<file path="src/rtl/fu_branch_unit_if.sv">
// Issue and writeback bundle for the branch functional unit.
interface fu_branch_unit_if #(
    parameter int unsigned XLEN   = 32,
    parameter int unsigned TAG_W  = 4,
    parameter int unsigned PREG_W = 7
);
    logic              issue_valid;
    logic              issue_ready;
    logic [6:0]        issue_opcode;
    logic [2:0]        issue_func3;
    logic [XLEN-1:0]   issue_pc;
    logic [XLEN-1:0]   issue_imm;
    logic [XLEN-1:0]   issue_rs1_data;
    logic [XLEN-1:0]   issue_rs2_data;
    logic [PREG_W-1:0] issue_pd;
    logic [TAG_W-1:0]  issue_rob_tag;
    logic              issue_pred_taken;
    logic [XLEN-1:0]   issue_pred_target;

    logic              out_valid;
    logic              out_ready;
    logic [TAG_W-1:0]  out_rob_tag;
    logic [PREG_W-1:0] out_pd;
    logic              out_wen;
    logic [XLEN-1:0]   out_data;
    logic              out_mispredict;
    logic [XLEN-1:0]   out_redirect_pc;

    // Reservation station / CDB side
    modport master (
        output issue_valid, issue_opcode, issue_func3, issue_pc, issue_imm,
               issue_rs1_data, issue_rs2_data, issue_pd, issue_rob_tag,
               issue_pred_taken, issue_pred_target, out_ready,
        input  issue_ready, out_valid, out_rob_tag, out_pd, out_wen,
               out_data, out_mispredict, out_redirect_pc
    );

    // Branch unit side
    modport slave (
        input  issue_valid, issue_opcode, issue_func3, issue_pc, issue_imm,
               issue_rs1_data, issue_rs2_data, issue_pd, issue_rob_tag,
               issue_pred_taken, issue_pred_target, out_ready,
        output issue_ready, out_valid, out_rob_tag, out_pd, out_wen,
               out_data, out_mispredict, out_redirect_pc
    );
endinterface

</file>
<file path="src/rtl/fu_branch_unit.sv">
// Branch/jump resolution unit: resolves RV32I branches, JAL and JALR against
// the frontend prediction and buffers results in a small flushable FIFO.
module fu_branch_unit #(
    parameter int unsigned XLEN      = 32,
    parameter int unsigned ROB_DEPTH = 16,
    parameter int unsigned TAG_W     = $clog2(ROB_DEPTH),
    parameter int unsigned PREG_W    = 7,
    parameter int unsigned OUT_DEPTH = 2
) (
    input  logic             clk,
    input  logic             reset,
    fu_branch_unit_if.slave  bus,
    input  logic [TAG_W-1:0] rob_head,
    input  logic             flush_valid,
    input  logic [TAG_W-1:0] flush_tag
);
    localparam int unsigned PTR_W = (OUT_DEPTH > 1) ? $clog2(OUT_DEPTH) : 1;
    localparam int unsigned CNT_W = $clog2(OUT_DEPTH + 1);

    localparam logic [6:0] OPC_BRANCH = 7'b1100011;
    localparam logic [6:0] OPC_JAL    = 7'b1101111;
    localparam logic [6:0] OPC_JALR   = 7'b1100111;

    typedef struct packed {
        logic              valid;
        logic [TAG_W-1:0]  rob_tag;
        logic [PREG_W-1:0] pd;
        logic              wen;
        logic [XLEN-1:0]   data;
        logic              mispredict;
        logic [XLEN-1:0]   redirect_pc;
    } slot_t;

    slot_t             slots [OUT_DEPTH];
    logic [PTR_W-1:0]  head_ptr;
    logic [PTR_W-1:0]  tail_ptr;
    logic [CNT_W-1:0]  count;

    logic              taken_c;
    logic              is_cbr_c;
    logic              is_jump_c;
    logic [XLEN-1:0]   pc_plus4_c;
    logic [XLEN-1:0]   target_c;
    logic              mispredict_c;
    logic [XLEN-1:0]   redirect_c;
    logic [XLEN-1:0]   link_c;
    logic              accept_c;
    logic              advance_c;
    logic              head_killed_c;
    logic              out_valid_c;
    logic              issue_killed_c;
    slot_t             head_slot_c;

    // Head-relative age; the ROB wraps at ROB_DEPTH.
    function automatic logic [TAG_W-1:0] age_of(input logic [TAG_W-1:0] tag,
                                                 input logic [TAG_W-1:0] head);
        return (tag - head) & TAG_W'(ROB_DEPTH - 1);
    endfunction

    function automatic logic younger(input logic [TAG_W-1:0] tag,
                                     input logic [TAG_W-1:0] head,
                                     input logic [TAG_W-1:0] ftag);
        return age_of(tag, head) > age_of(ftag, head);
    endfunction

    function automatic logic [PTR_W-1:0] ptr_inc(input logic [PTR_W-1:0] p);
        return (p == PTR_W'(OUT_DEPTH - 1)) ? '0 : p + PTR_W'(1);
    endfunction

    // Decode, compare and prediction check for the instruction being issued.
    always_comb begin
        taken_c      = 1'b0;
        is_cbr_c     = 1'b0;
        is_jump_c    = 1'b0;
        pc_plus4_c   = bus.issue_pc + XLEN'(4);
        target_c     = bus.issue_pc + bus.issue_imm;
        mispredict_c = 1'b0;
        redirect_c   = '0;
        link_c       = '0;

        case (bus.issue_opcode)
            OPC_BRANCH: begin
                is_cbr_c = 1'b1;
                case (bus.issue_func3)
                    3'b000:  taken_c = (bus.issue_rs1_data == bus.issue_rs2_data);
                    3'b001:  taken_c = (bus.issue_rs1_data != bus.issue_rs2_data);
                    3'b100:  taken_c = ($signed(bus.issue_rs1_data) <  $signed(bus.issue_rs2_data));
                    3'b101:  taken_c = ($signed(bus.issue_rs1_data) >= $signed(bus.issue_rs2_data));
                    3'b110:  taken_c = (bus.issue_rs1_data <  bus.issue_rs2_data);
                    3'b111:  taken_c = (bus.issue_rs1_data >= bus.issue_rs2_data);
                    default: taken_c = 1'b0;
                endcase
            end
            OPC_JAL: begin
                taken_c   = 1'b1;
                is_jump_c = 1'b1;
            end
            OPC_JALR: begin
                if (bus.issue_func3 == 3'b000) begin
                    taken_c   = 1'b1;
                    is_jump_c = 1'b1;
                    target_c  = (bus.issue_rs1_data + bus.issue_imm) & ~XLEN'(1);
                end
            end
            default: ;
        endcase

        if (is_cbr_c) begin
            mispredict_c = (taken_c != bus.issue_pred_taken) ||
                           (taken_c && (target_c != bus.issue_pred_target));
        end else if (is_jump_c) begin
            mispredict_c = !bus.issue_pred_taken || (target_c != bus.issue_pred_target);
        end else begin
            mispredict_c = bus.issue_pred_taken;
        end

        if (mispredict_c) begin
            redirect_c = taken_c ? target_c : pc_plus4_c;
        end
        if (is_jump_c) begin
            link_c = pc_plus4_c;
        end
    end

    // FIFO handshake; a killed head drains one slot per cycle on its own.
    always_comb begin
        head_slot_c    = slots[head_ptr];
        head_killed_c  = flush_valid && younger(head_slot_c.rob_tag, rob_head, flush_tag);
        out_valid_c    = (count != '0) && head_slot_c.valid && !head_killed_c;
        advance_c      = (count != '0) &&
                         (!head_slot_c.valid || (out_valid_c && bus.out_ready));
        accept_c       = bus.issue_valid && bus.issue_ready;
        issue_killed_c = flush_valid && younger(bus.issue_rob_tag, rob_head, flush_tag);
    end

    // FIFO storage, pointers and flush invalidation.
    always_ff @(posedge clk) begin
        if (reset) begin
            head_ptr <= '0;
            tail_ptr <= '0;
            count    <= '0;
            for (int i = 0; i < int'(OUT_DEPTH); i++) begin
                slots[i] <= '0;
            end
        end else begin
            if (flush_valid) begin
                for (int i = 0; i < int'(OUT_DEPTH); i++) begin
                    if (younger(slots[i].rob_tag, rob_head, flush_tag)) begin
                        slots[i].valid <= 1'b0;
                    end
                end
            end
            if (accept_c) begin
                slots[tail_ptr] <= '{valid:       !issue_killed_c,
                                     rob_tag:     bus.issue_rob_tag,
                                     pd:          bus.issue_pd,
                                     wen:         is_jump_c,
                                     data:        link_c,
                                     mispredict:  mispredict_c,
                                     redirect_pc: redirect_c};
                tail_ptr <= ptr_inc(tail_ptr);
            end
            if (advance_c) begin
                head_ptr <= ptr_inc(head_ptr);
            end
            count <= count + CNT_W'(accept_c) - CNT_W'(advance_c);
        end
    end

    assign bus.issue_ready     = (count < CNT_W'(OUT_DEPTH));
    assign bus.out_valid       = out_valid_c;
    assign bus.out_rob_tag     = head_slot_c.rob_tag;
    assign bus.out_pd          = head_slot_c.pd;
    assign bus.out_wen         = head_slot_c.wen;
    assign bus.out_data        = head_slot_c.data;
    assign bus.out_mispredict  = head_slot_c.mispredict;
    assign bus.out_redirect_pc = head_slot_c.redirect_pc;
endmodule

</file>
<file path="src/flat_wrapper.sv">
// flat-port wrapper written by rule: the top's interface ports become plain ports
module fu_branch_unit_flat 
#(
    parameter int unsigned XLEN      = 32,
    parameter int unsigned ROB_DEPTH = 16,
    parameter int unsigned TAG_W     = $clog2(ROB_DEPTH),
    parameter int unsigned PREG_W    = 7,
    parameter int unsigned OUT_DEPTH = 2
)
  (clk, reset, rob_head, flush_valid, flush_tag, bus_issue_valid, bus_issue_opcode, bus_issue_func3, bus_issue_pc, bus_issue_imm, bus_issue_rs1_data, bus_issue_rs2_data, bus_issue_pd, bus_issue_rob_tag, bus_issue_pred_taken, bus_issue_pred_target, bus_out_ready, bus_issue_ready, bus_out_valid, bus_out_rob_tag, bus_out_pd, bus_out_wen, bus_out_data, bus_out_mispredict, bus_out_redirect_pc);
  fu_branch_unit_if #(.XLEN(XLEN), .TAG_W(TAG_W), .PREG_W(PREG_W)) bus_i ();
  input  logic clk;
  input  logic reset;
  input  logic [TAG_W-1:0] rob_head;
  input  logic flush_valid;
  input  logic [TAG_W-1:0] flush_tag;
  input wire logic [$bits(bus_i.issue_valid)-1:0] bus_issue_valid;
  input wire logic [$bits(bus_i.issue_opcode)-1:0] bus_issue_opcode;
  input wire logic [$bits(bus_i.issue_func3)-1:0] bus_issue_func3;
  input wire logic [$bits(bus_i.issue_pc)-1:0] bus_issue_pc;
  input wire logic [$bits(bus_i.issue_imm)-1:0] bus_issue_imm;
  input wire logic [$bits(bus_i.issue_rs1_data)-1:0] bus_issue_rs1_data;
  input wire logic [$bits(bus_i.issue_rs2_data)-1:0] bus_issue_rs2_data;
  input wire logic [$bits(bus_i.issue_pd)-1:0] bus_issue_pd;
  input wire logic [$bits(bus_i.issue_rob_tag)-1:0] bus_issue_rob_tag;
  input wire logic [$bits(bus_i.issue_pred_taken)-1:0] bus_issue_pred_taken;
  input wire logic [$bits(bus_i.issue_pred_target)-1:0] bus_issue_pred_target;
  input wire logic [$bits(bus_i.out_ready)-1:0] bus_out_ready;
  output wire logic [$bits(bus_i.issue_ready)-1:0] bus_issue_ready;
  output wire logic [$bits(bus_i.out_valid)-1:0] bus_out_valid;
  output wire logic [$bits(bus_i.out_rob_tag)-1:0] bus_out_rob_tag;
  output wire logic [$bits(bus_i.out_pd)-1:0] bus_out_pd;
  output wire logic [$bits(bus_i.out_wen)-1:0] bus_out_wen;
  output wire logic [$bits(bus_i.out_data)-1:0] bus_out_data;
  output wire logic [$bits(bus_i.out_mispredict)-1:0] bus_out_mispredict;
  output wire logic [$bits(bus_i.out_redirect_pc)-1:0] bus_out_redirect_pc;
  assign bus_i.issue_valid = bus_issue_valid;
  assign bus_i.issue_opcode = bus_issue_opcode;
  assign bus_i.issue_func3 = bus_issue_func3;
  assign bus_i.issue_pc = bus_issue_pc;
  assign bus_i.issue_imm = bus_issue_imm;
  assign bus_i.issue_rs1_data = bus_issue_rs1_data;
  assign bus_i.issue_rs2_data = bus_issue_rs2_data;
  assign bus_i.issue_pd = bus_issue_pd;
  assign bus_i.issue_rob_tag = bus_issue_rob_tag;
  assign bus_i.issue_pred_taken = bus_issue_pred_taken;
  assign bus_i.issue_pred_target = bus_issue_pred_target;
  assign bus_i.out_ready = bus_out_ready;
  assign bus_issue_ready = bus_i.issue_ready;
  assign bus_out_valid = bus_i.out_valid;
  assign bus_out_rob_tag = bus_i.out_rob_tag;
  assign bus_out_pd = bus_i.out_pd;
  assign bus_out_wen = bus_i.out_wen;
  assign bus_out_data = bus_i.out_data;
  assign bus_out_mispredict = bus_i.out_mispredict;
  assign bus_out_redirect_pc = bus_i.out_redirect_pc;
  fu_branch_unit #(.XLEN(XLEN), .ROB_DEPTH(ROB_DEPTH), .TAG_W(TAG_W), .PREG_W(PREG_W), .OUT_DEPTH(OUT_DEPTH)) u_core (.clk(clk), .reset(reset), .bus(bus_i), .rob_head(rob_head), .flush_valid(flush_valid), .flush_tag(flush_tag));
endmodule
</file>
<file path="config.mk">
export PLATFORM = sky130hd
export DESIGN_NAME = fu_branch_unit_flat
export DESIGN_NICKNAME = d
export VERILOG_FILES = /design/src/rtl/fu_branch_unit_if.sv /design/src/rtl/fu_branch_unit.sv /design/src/flat_wrapper.sv
export SDC_FILE = /design/constraint.sdc
export NUM_CORES = 1
export LEC_CHECK = 0
export CORE_AREA = 2 2 205 156
export CTS_CLUSTER_DIAMETER = 100
export DETAILED_ROUTE_END_ITERATION = 12
export DIE_AREA = 0 0 207 158
export DONT_BUFFER_PORTS = 1
export GPL_TIMING_DRIVEN = 0
export REMOVE_ABC_BUFFERS = 1
export SLEW_MARGIN = 0
export SYNTH_ARGS = -nofsm -noshare
export SYNTH_HDL_FRONTEND = slang
export SYNTH_SLANG_ARGS = --single-unit
</file>
<file path="constraint.sdc">
create_clock -name clk -period 6.8 [get_ports clk]
set_clock_uncertainty 0.1 [all_clocks]
set_input_delay 0.68 -clock clk [delete_from_list [all_inputs] [get_ports clk]]
set_output_delay 0.68 -clock clk [all_outputs]
set_load 0.02 [all_outputs]
</file>
# ---- Word level (Yosys, flattened, before mapping)
# Memories as Yosys holds them, arrays and structs flattened. A register that Yosys moved wholly into a read port is not among the register bits.
# Index checks and enable logic that the tools add are counted.
dict set report word_totals {
  reg_bits 4
  mem_bits_rw 156
  output_inout_bits 79
  memories 1
}
# name depth word_bits read_ports rd_clocked_by_memory_dff write_ports line_no
set mem_list {}
lappend mem_list {u_core.slots 2 78 3 1 3 fu_branch_unit.sv:34} ;# slot_t slots [OUT_DEPTH];
dict set report op_classes {
  n_addsub 12
  magnitude_cmp 9
  n_eq_ne 12
  mux 31
  bitwise_logic 2
  reduce_logical 17
}
# op count
set op_table {}
lappend op_table {{32-bit two-way mux} 5}
lappend op_table {{32-bit adder} 2}
lappend op_table {{32-bit >= comparator} 2}
lappend op_table {{32-bit less-than comparator} 2}
lappend op_table {{32-bit inequality test} 2}
lappend op_table {{32-bit by 3-bit adder with 32-bit output (second input constant)} 1}
lappend op_table {{32-bit equality test} 1}
lappend op_table {{1-bit two-way mux} 23}
lappend op_table {{7-bit equality test (second input constant)} 3}
lappend op_table {{4-bit subtractor} 5}
lappend op_table {{4-bit > comparator} 4}
lappend op_table {{3-bit equality test (second input constant)} 4}
lappend op_table {{1-bit logical AND} 8}
lappend op_table {{1-bit one-hot mux with 6 select lines} 1}
lappend op_table {{1-bit logical NOT} 4}
lappend op_table {{3-bit by 1-bit equality test with 1-bit output (second input constant)} 1}
lappend op_table {{3-bit logical NOT} 1}
lappend op_table {{1-bit logical OR} 3}
lappend op_table {{1-bit one-hot mux with 3 select lines} 1}
lappend op_table {{1-bit adder (second input constant)} 2}
lappend op_table {{2-bit by 1-bit adder with 2-bit output} 1}
lappend op_table {{2-bit less-than comparator (second input constant)} 1}
lappend op_table {{1-bit bitwise OR} 2}
lappend op_table {{1-bit one-hot mux with 2 select lines} 1}
lappend op_table {{other kinds (3)} 3}

# ---- Logic depth before layout (Yosys ltp)
# Gate-level depths: netlist of the first run.
dict set report depth {
  word_depth 10
  depth_mapped 22
  ltp_nobuf 19
}

# ---- Worst setup path after synthesis of the first run
# OpenSTA, ideal clock, no wires.
dict set report synth_timing {
  path_type {input -> register}
  from {in bus_issue_valid}
  to {mem u_core.slots[0][77] (netlist bit) (enable)}
  setup_time_ns 0.312
  arrival_time_ns 4.849
  required_time_ns 6.388
  setup_slack_ns 1.539
  stages 3
  path_buffers 0
  cell_sequence {nand2_1 > o21bai_1 > o21bai_1}
}
# element line_no
set synth_rtl {}
lappend synth_rtl {{start: declaration} flat_wrapper.sv:17} ;# input wire logic [$bits(bus_i.issue_valid)-1:0] bus_issue_valid;
lappend synth_rtl {{end: declaration} fu_branch_unit.sv:34}

==> results of run 1 <==
## through the flow
step / hold slack, ns / instances / total power [mW] / util (%) / worst slack [ns]
5_1_grt: 0.200 / 2057 / 4.00 / 51.6 / 0.105
3_3_place_gp: 0.395 / 2011 / 2.84 / 48.6 / -4.27
3_5_place_dp: 0.406 / 2023 / 2.86 / 49.6 / 0.198
4_1_cts: 0.196 / 2055 / 3.80 / 51.4 / 0.644
6_report: 0.218 / 2057 / 3.78 / 51.6 / 0.521
2_1_floorplan: 0.381 / 1605 / 2.50 / - / -0.677
## sequential cells by signal, indices dropped and copies added, names as in the netlist, named ones only
signal and flops:
u_core.count 2, u_core.head_ptr 1, u_core.slots 156, u_core.tail_ptr 1
## kinds of logic after synthesis
| kind of cell | Yosys count | share of synthesized area, % |
|---|---|---|
| AOI/OAI and AO/OA | 359 | 15.9 |
| xor gates and xnor gates | 107 | 6.79 |
| adders and majority gates | 134 | 11.6 |
| buffers and inverters | 170 | 4.59 |
| DFF | 161 | 32.2 |
| muxes | 111 | 8.16 |
| and+or+nand+nor | 648 | 20.7 |
## per-layer routing
metal | GRT usage, % | vias up
met5 | 0 | -
met4 | 6.39 | 0
met3 | 7.56 | 45
met2 | 40.9 | 464
met1 | 38.3 | 5917
li1 | - | 6059
## worst max-delay path, delay by kind of cell
family,cells,cell delay (ns)
AO/OA/AOI/OAI,5,2.94
adder cells (fa/ha/maj),2,0.52
buffers and inverters,4,0.68
AND/OR/NAND/NOR,5,1.29
XOR/XNOR,1,0.18
## cell type report
class	instances	area [sq um]	area share, %
clock buffers	18	429	2.70
clock inverters	14	145	0.913
well taps	406	508	3.20
inverters	85	319	2.01
flip-flops and latches	161	4790	30.1
multi-input cells	1359	9450	59.5
repair buffers	14	255	1.61
## synthesized netlist by cell type, types with 11 or more instances
cell type / count / area share [%]
a211oi_1: 18 / 0.91
a21o_1: 27 / 1.4
a21oi_1: 117 / 3.9
a31oi_1: 14 / 0.59
and2_1: 35 / 1.5
and3_1: 15 / 0.63
clkbuf_1: 68 / 1.7
edfxtp_1: 156 / 32
ha_1: 127 / 11
inv_1: 85 / 2.1
mux2_2: 80 / 6.1
mux2i_1: 31 / 2.1
nand2_1: 165 / 4.2
nand2b_1: 12 / 0.51
nand3_1: 43 / 1.4
nand4_1: 48 / 2.0
nor2_1: 216 / 5.5
nor2b_1: 11 / 0.46
nor3_1: 39 / 1.3
nor4_1: 12 / 0.51
o211ai_1: 14 / 0.71
o21a_1: 14 / 0.71
o21ai_0: 57 / 1.9
o31ai_1: 11 / 0.56
or3_1: 14 / 0.59
xnor2_1: 51 / 3.0
xor2_1: 51 / 3.0
## how the worst min path moves through the flow
stage | from | to | depth (start not counted) | slack, ns
after CTS | reset | flip-flop | 1 | 0.20
after floorplan | u_core.head_ptr | flip-flop | 2 | 0.38
final | reset | flip-flop | 1 | 0.22
after global routing | reset | flip-flop | 1 | 0.20
after global placement | u_core.head_ptr | flip-flop | 2 | 0.39
after detailed placement | u_core.head_ptr | flip-flop | 2 | 0.41
## report_power, final
group          leakage [nW]  internal (mW)  switching (mW)
registers              1.69           1.22          0.0660
clock network         0.273          0.517           0.423
logic                  4.66          0.592           0.957
==> impl_metrics.csv, run 1 <==
group,metric,value,unit
outcome,status,"finished with violations",
outcome,violations,"max-capacitance violations, max-slew violations",
critical_path,reg2reg_slack,2.03,ns
routing,drtIter0Drc,1056,
yosys,yosysWarnings,0,
floorplan,row_count,56,
routing,met1_length,20.8,mm
sta,hold_viol,0,
critical_path,crit_type,"primary input to flip-flop",
global_route,grt_pass1_wl,68.4,mm
floorplan,start_util,48.2,%
critical_path,reg2reg_depth,18,
critical_path,cp_cell_sequence,"ha_1, inv_1, fa_1, nand2b_1, a211oi_1, o21ai_0, a2111oi_0, o31a_1, nor3_1, a31oi_1, xor2_1, nand4_1, nor4_4, buf_8, buf_6, buf_8, nor3_1",
final_layout,nFillCells,2951,
yosys,syn_inst,1690,
yosys,synthFlopType,"edfxtp_1",
floorplan,dieArea,0.0327,sq mm
critical_path,r2r-end,"u_core.count[1]",
final_layout,antenna_cells,0,
sta,worstMarginPinSlew,1.51,ns
clock_network,root_buffer,"clkbuf_16",
routing,first_pass_iters,5,
sta,fin_setup_tns,0,ns
global_route,antenna_found_initial,0,
final_layout,area_growth,7.06,%
yosys,synth-seq-cells,161,
critical_path,worstSetupEndpoint,"u_core.slots[0][32]",
clock_network,ctsHoldBuffers,0,
routing,wirelength,45.1,mm
routing,vias_per_cell,6.07,
sta,post-route-period-util,92.3,%
yosys,syn_area,0.0148,sq mm
power,power_density,238,mW/mm^2
min_path,holdCritPathClass,"primary input to flip-flop",
flow_run,cap_violations,1,
clock_network,clockBufferDepth,2,
routing,num_vias,12500,
clock_network,cts_tree,"yes",
yosys,synthArstFlopShare,0,%
clock_network,cts-resized-gates,0,
final_layout,nNetsFinal,1967,
routing,top_layer,"met4",
yosys,synth_cell_type_count,76,
sta,rsz0062_at_grt,"false",
clock_network,numCtsBuffers,17,
placed_design,dp_hpwl,35.3,mm
clock_network,clock_sinks,161,
routing,routed-wl-met2,19.2,mm
placed_design,placed_area,0.0153,sq mm
power,peakVddDrop,178,uV
sta,setup_violations,0,
global_route,grt_max_degree,72,
routing,wl_met3,4.07,mm
floorplan,ioPinCount,274,
yosys,seq_area_frac_synth,32.2,%
routing,wl_per_cell,21.9,um
floorplan,coreArea,0.0308,sq mm
sta,min_period,6.28,ns
floorplan,die_w,207,um
power,p_leak,6.63,nW
sta,relSlewSlack,-3.24,%
global_route,overflow,0,
clock_network,clock_latency,0.43,ns
placed_design,portBuffers,0,
sta,finalMaxSlewViolations,3,
clock_network,path_clk_slew,0.06,ns
global_route,grt_pass1_vias,11600,
sta,fmax,0.159,GHz
clock_network,htreeDepth,4,
critical_path,cp_max_fo,19,
global_route,grt_use_total,27.1,%
routing,drc,0,
final_layout,design_area,0.0159,sq mm
final_layout,layout_common_cells,"nor2_1, nand2_1, edfxtp_1",
floorplan,die_h,158,um
final_layout,final_common_cell,"nor2_1",
routing,antenna_left,0,
clock_network,cts_setup_buffers,0,
critical_path,start_kind,"primary input",
yosys,synth_edf_count,156,
critical_path,critPathRequiredTime,6.84,ns
critical_path,cp_data_arrival_time,6.32,ns
final_layout,drive_gt1_share,9.33,%
placed_design,routabilityCongestion,0.930,
critical_path,slowest_delay,1.34,ns
critical_path,crit_slowest_cell,"a2111oi_0",
critical_path,cp-startpoint,"bus_issue_imm[0]",
yosys,syn_avg_cell_area,8.79,sq um
critical_path,end_kind,"flip-flop",
Power figures use the tool's default switching activity.
==> inputs of run 2 (changes only) <==
==> constraint.sdc (replaced) <==
create_clock -name clk -period 6.8 [get_ports clk]
set_clock_uncertainty 0.1 [all_clocks]
set_input_delay 1.36 -clock clk [delete_from_list [all_inputs] [get_ports clk]]
set_output_delay 1.36 -clock clk [all_outputs]
set_load 0.02 [all_outputs]
==> run 2 against run 1 <==
The flow finishes with violations (max-capacitance violations). Critical endpoint unchanged. First-iteration DRC count rose by 8.2%. Sequential share of layout area fell by 0.071 points. Flip-flop and latch count did not move. Total power rose by 0.12%. Sequential power barely moved. Fmax rose by 0.53%. Setup slack improved by 0.033 ns. Combinational power barely moved. Wire length rose by 1.2%. Global-route usage barely moved. Hold slack improved by 0.21 ns. Count of clock-buffer cells in the layout did not move.
==> impl_metrics.csv, run 2 (synthesized netlist as in run 1, its figures left out) <==
group,metric,value,unit
final_layout,seq_area,0.00479,sq mm
critical_path,cp_top_family,"simple AND/OR/NAND/NOR gates",
critical_path,crit_slowest_cell,"o31ai_1",
final_layout,antenna_cells,0,
power,power_density,237,mW/mm^2
clock_network,root_buffer,"clkbuf_16",
clock_network,ctsHoldBuffers,0,
global_route,grt_use_total,27.1,%
critical_path,start_kind,"primary input",
critical_path,crit_cells,18,
outcome,status,"finished with violations",
min_path,whs_path_depth,2,
critical_path,cp-startpoint,"bus_issue_imm[0]",
routing,wl_per_cell,22.1,um
clock_network,clockBufferDepth,2,
clock_network,htreeDepth,4,
global_route,grt_max_degree,72,
global_route,grt_pass1_vias,11600,
placed_design,placed_area,0.0153,sq mm
clock_network,numCtsBuffers,17,
clock_network,path_clk_slew,0.06,ns
placed_design,place_inst,2023,
placed_design,routabilityCongestion,0.930,
final_layout,multi_input_area,0.00947,sq mm
sta,hold_viol,0,
critical_path,reg2reg_depth,18,
sta,finalWorstSetupSlack,0.554,ns
global_route,grt_pass1_wl,68.4,mm
clock_network,cts_tree,"yes",
placed_design,dp_hpwl,35.3,mm
final_layout,nNetsFinal,1970,
floorplan,dieArea,0.0327,sq mm
placed_design,portBuffers,0,
critical_path,cp_data_arrival_time,6.29,ns
final_layout,nFillCells,2949,
floorplan,coreArea,0.0308,sq mm
min_path,holdCritPathClass,"flip-flop to flip-flop",
floorplan,start_util,48.2,%
placed_design,dp_slack,-0.482,ns
final_layout,layout_common_cells,"nor2_1, nand2_1, edfxtp_1",
sta,finalMaxSlewViolations,0,
routing,vias_per_cell,6.08,
routing,num_vias,12500,
critical_path,reg2reg_slack,2.02,ns
final_layout,reg_top3,"u_core.slots: 156 flops, u_core.count: 2 flops",
outcome,violations,"max-capacitance violations",
floorplan,ioPinCount,274,
flow_run,cap_violations,1,
clock_network,clock_sinks,161,
final_layout,largest_register_ffs,156,
critical_path,cp_num_buf_inv,5,
routing,wirelength,45.6,mm
final_layout,top_register,"u_core.slots",
power,peakVddDrop,178,uV
power,power,3.78,mW
floorplan,die_h,158,um
final_layout,area_growth,7.31,%
final_layout,design_area,0.0159,sq mm
sta,post-route-period-util,91.9,%
critical_path,end_kind,"flip-flop",
sta,hold_slack,0.423,ns
sta,min_period,6.25,ns
critical_path,critPathRequiredTime,6.84,ns
sta,fmax,0.160,GHz
critical_path,worstSetupEndpoint,"u_core.slots[0][32]",
sta,setup_violations,0,
sta,rsz0062_at_grt,"false",
routing,antenna_left,0,
sta,relSlewSlack,0.226,%
critical_path,crit_type,"primary input to flip-flop",
power,p_leak,6.64,nW
routing,drc,0,
routing,drtIter0Drc,1143,
critical_path,cp_cell_sequence,"ha_1, inv_1, fa_1, nand2b_1, a211oi_2, o21ai_0, and2_1, o31ai_1, xor3_1, o31ai_1, nor4bb_1, nand4_1, nor4_4, buf_4, buf_8, buf_6, buf_8, nor3_1",
floorplan,row_count,56,
critical_path,cp_max_fo,19,
global_route,antenna_found_initial,0,
final_layout,drive_gt1_share,9.61,%
clock_network,clock_latency,0.42,ns
floorplan,die_w,207,um
critical_path,r2r-end,"u_core.count[1]",
final_layout,final_common_cell,"nor2_1",
sta,worstMarginPinSlew,1.46,ns
final_layout,final_cells,2060,
routing,first_pass_iters,6,
global_route,overflow,0,
critical_path,slowest_delay,0.56,ns
-- run 2: worst min path at each step --
stage / from / end
after floorplan: u_core.head_ptr / flip-flop
after global placement: u_core.head_ptr / flip-flop
after detailed placement: u_core.head_ptr / flip-flop
after CTS: u_core.head_ptr / flip-flop
after global routing: u_core.head_ptr / u_core.head_ptr
final: u_core.head_ptr / flip-flop
-- run 2: worst reg2reg max path: cells and delay by family (launching register included) --
family | cells | cell delay [ns]
adder cells (fa/ha/maj) | 4 | 1.07
multiplexers | 1 | 0.53
flip-flops | 1 | 0.63
XOR/XNOR | 3 | 0.65
AND/OR/NAND/NOR | 3 | 0.30
AO/OA/AOI/OAI | 5 | 1.05
buffers and inverters | 2 | 0.36
-- run 2: power by group --
part,switching (mW),internal (mW)
combinational,0.960,0.592
sequential,0.0661,1.22
clock,0.424,0.517
-- run 2: layer usage --
metal / vias up / wire length (um) / global-route usage (%)
met1: 5941 / 21200 / 38.2
met5: - / 0 / 0
met4: 0 / 932 / 6.39
li1: 6084 / - / -
met2: 442 / 19500 / 40.9
met3: 49 / 3980 / 7.56
-- run 2: final cells by class --
type | count | share of cell area (%)
Inverter | 85 | 2.00
Sequential cell | 161 | 30.1
Clock inverter | 14 | 0.911
Multi-Input combinational cell | 1360 | 59.5
Clock buffer | 18 | 2.69
Timing Repair Buffer | 16 | 1.70
Tap cell | 406 | 3.19
-- run 2: timing repair --
item / 4_1_cts / 5_1_grt
gates cloned: 0 / 1
setup buffers: 0 / 2
setup endpoints to repair: 16 / 51
resized for setup: 0 / 3
pin swaps: 1 / 2
-- run 2: metrics by stage --
| stage | TNS (ns) | util [%] |
|---|---|---|
| 6_report | 0 | 51.7 |
| 2_1_floorplan | -89.44 | - |
| 3_5_place_dp | -14.14 | 49.6 |
| 5_1_grt | 0 | 51.7 |
| 3_3_place_gp | -428.97 | 48.6 |
| 4_1_cts | 0 | 51.4 |
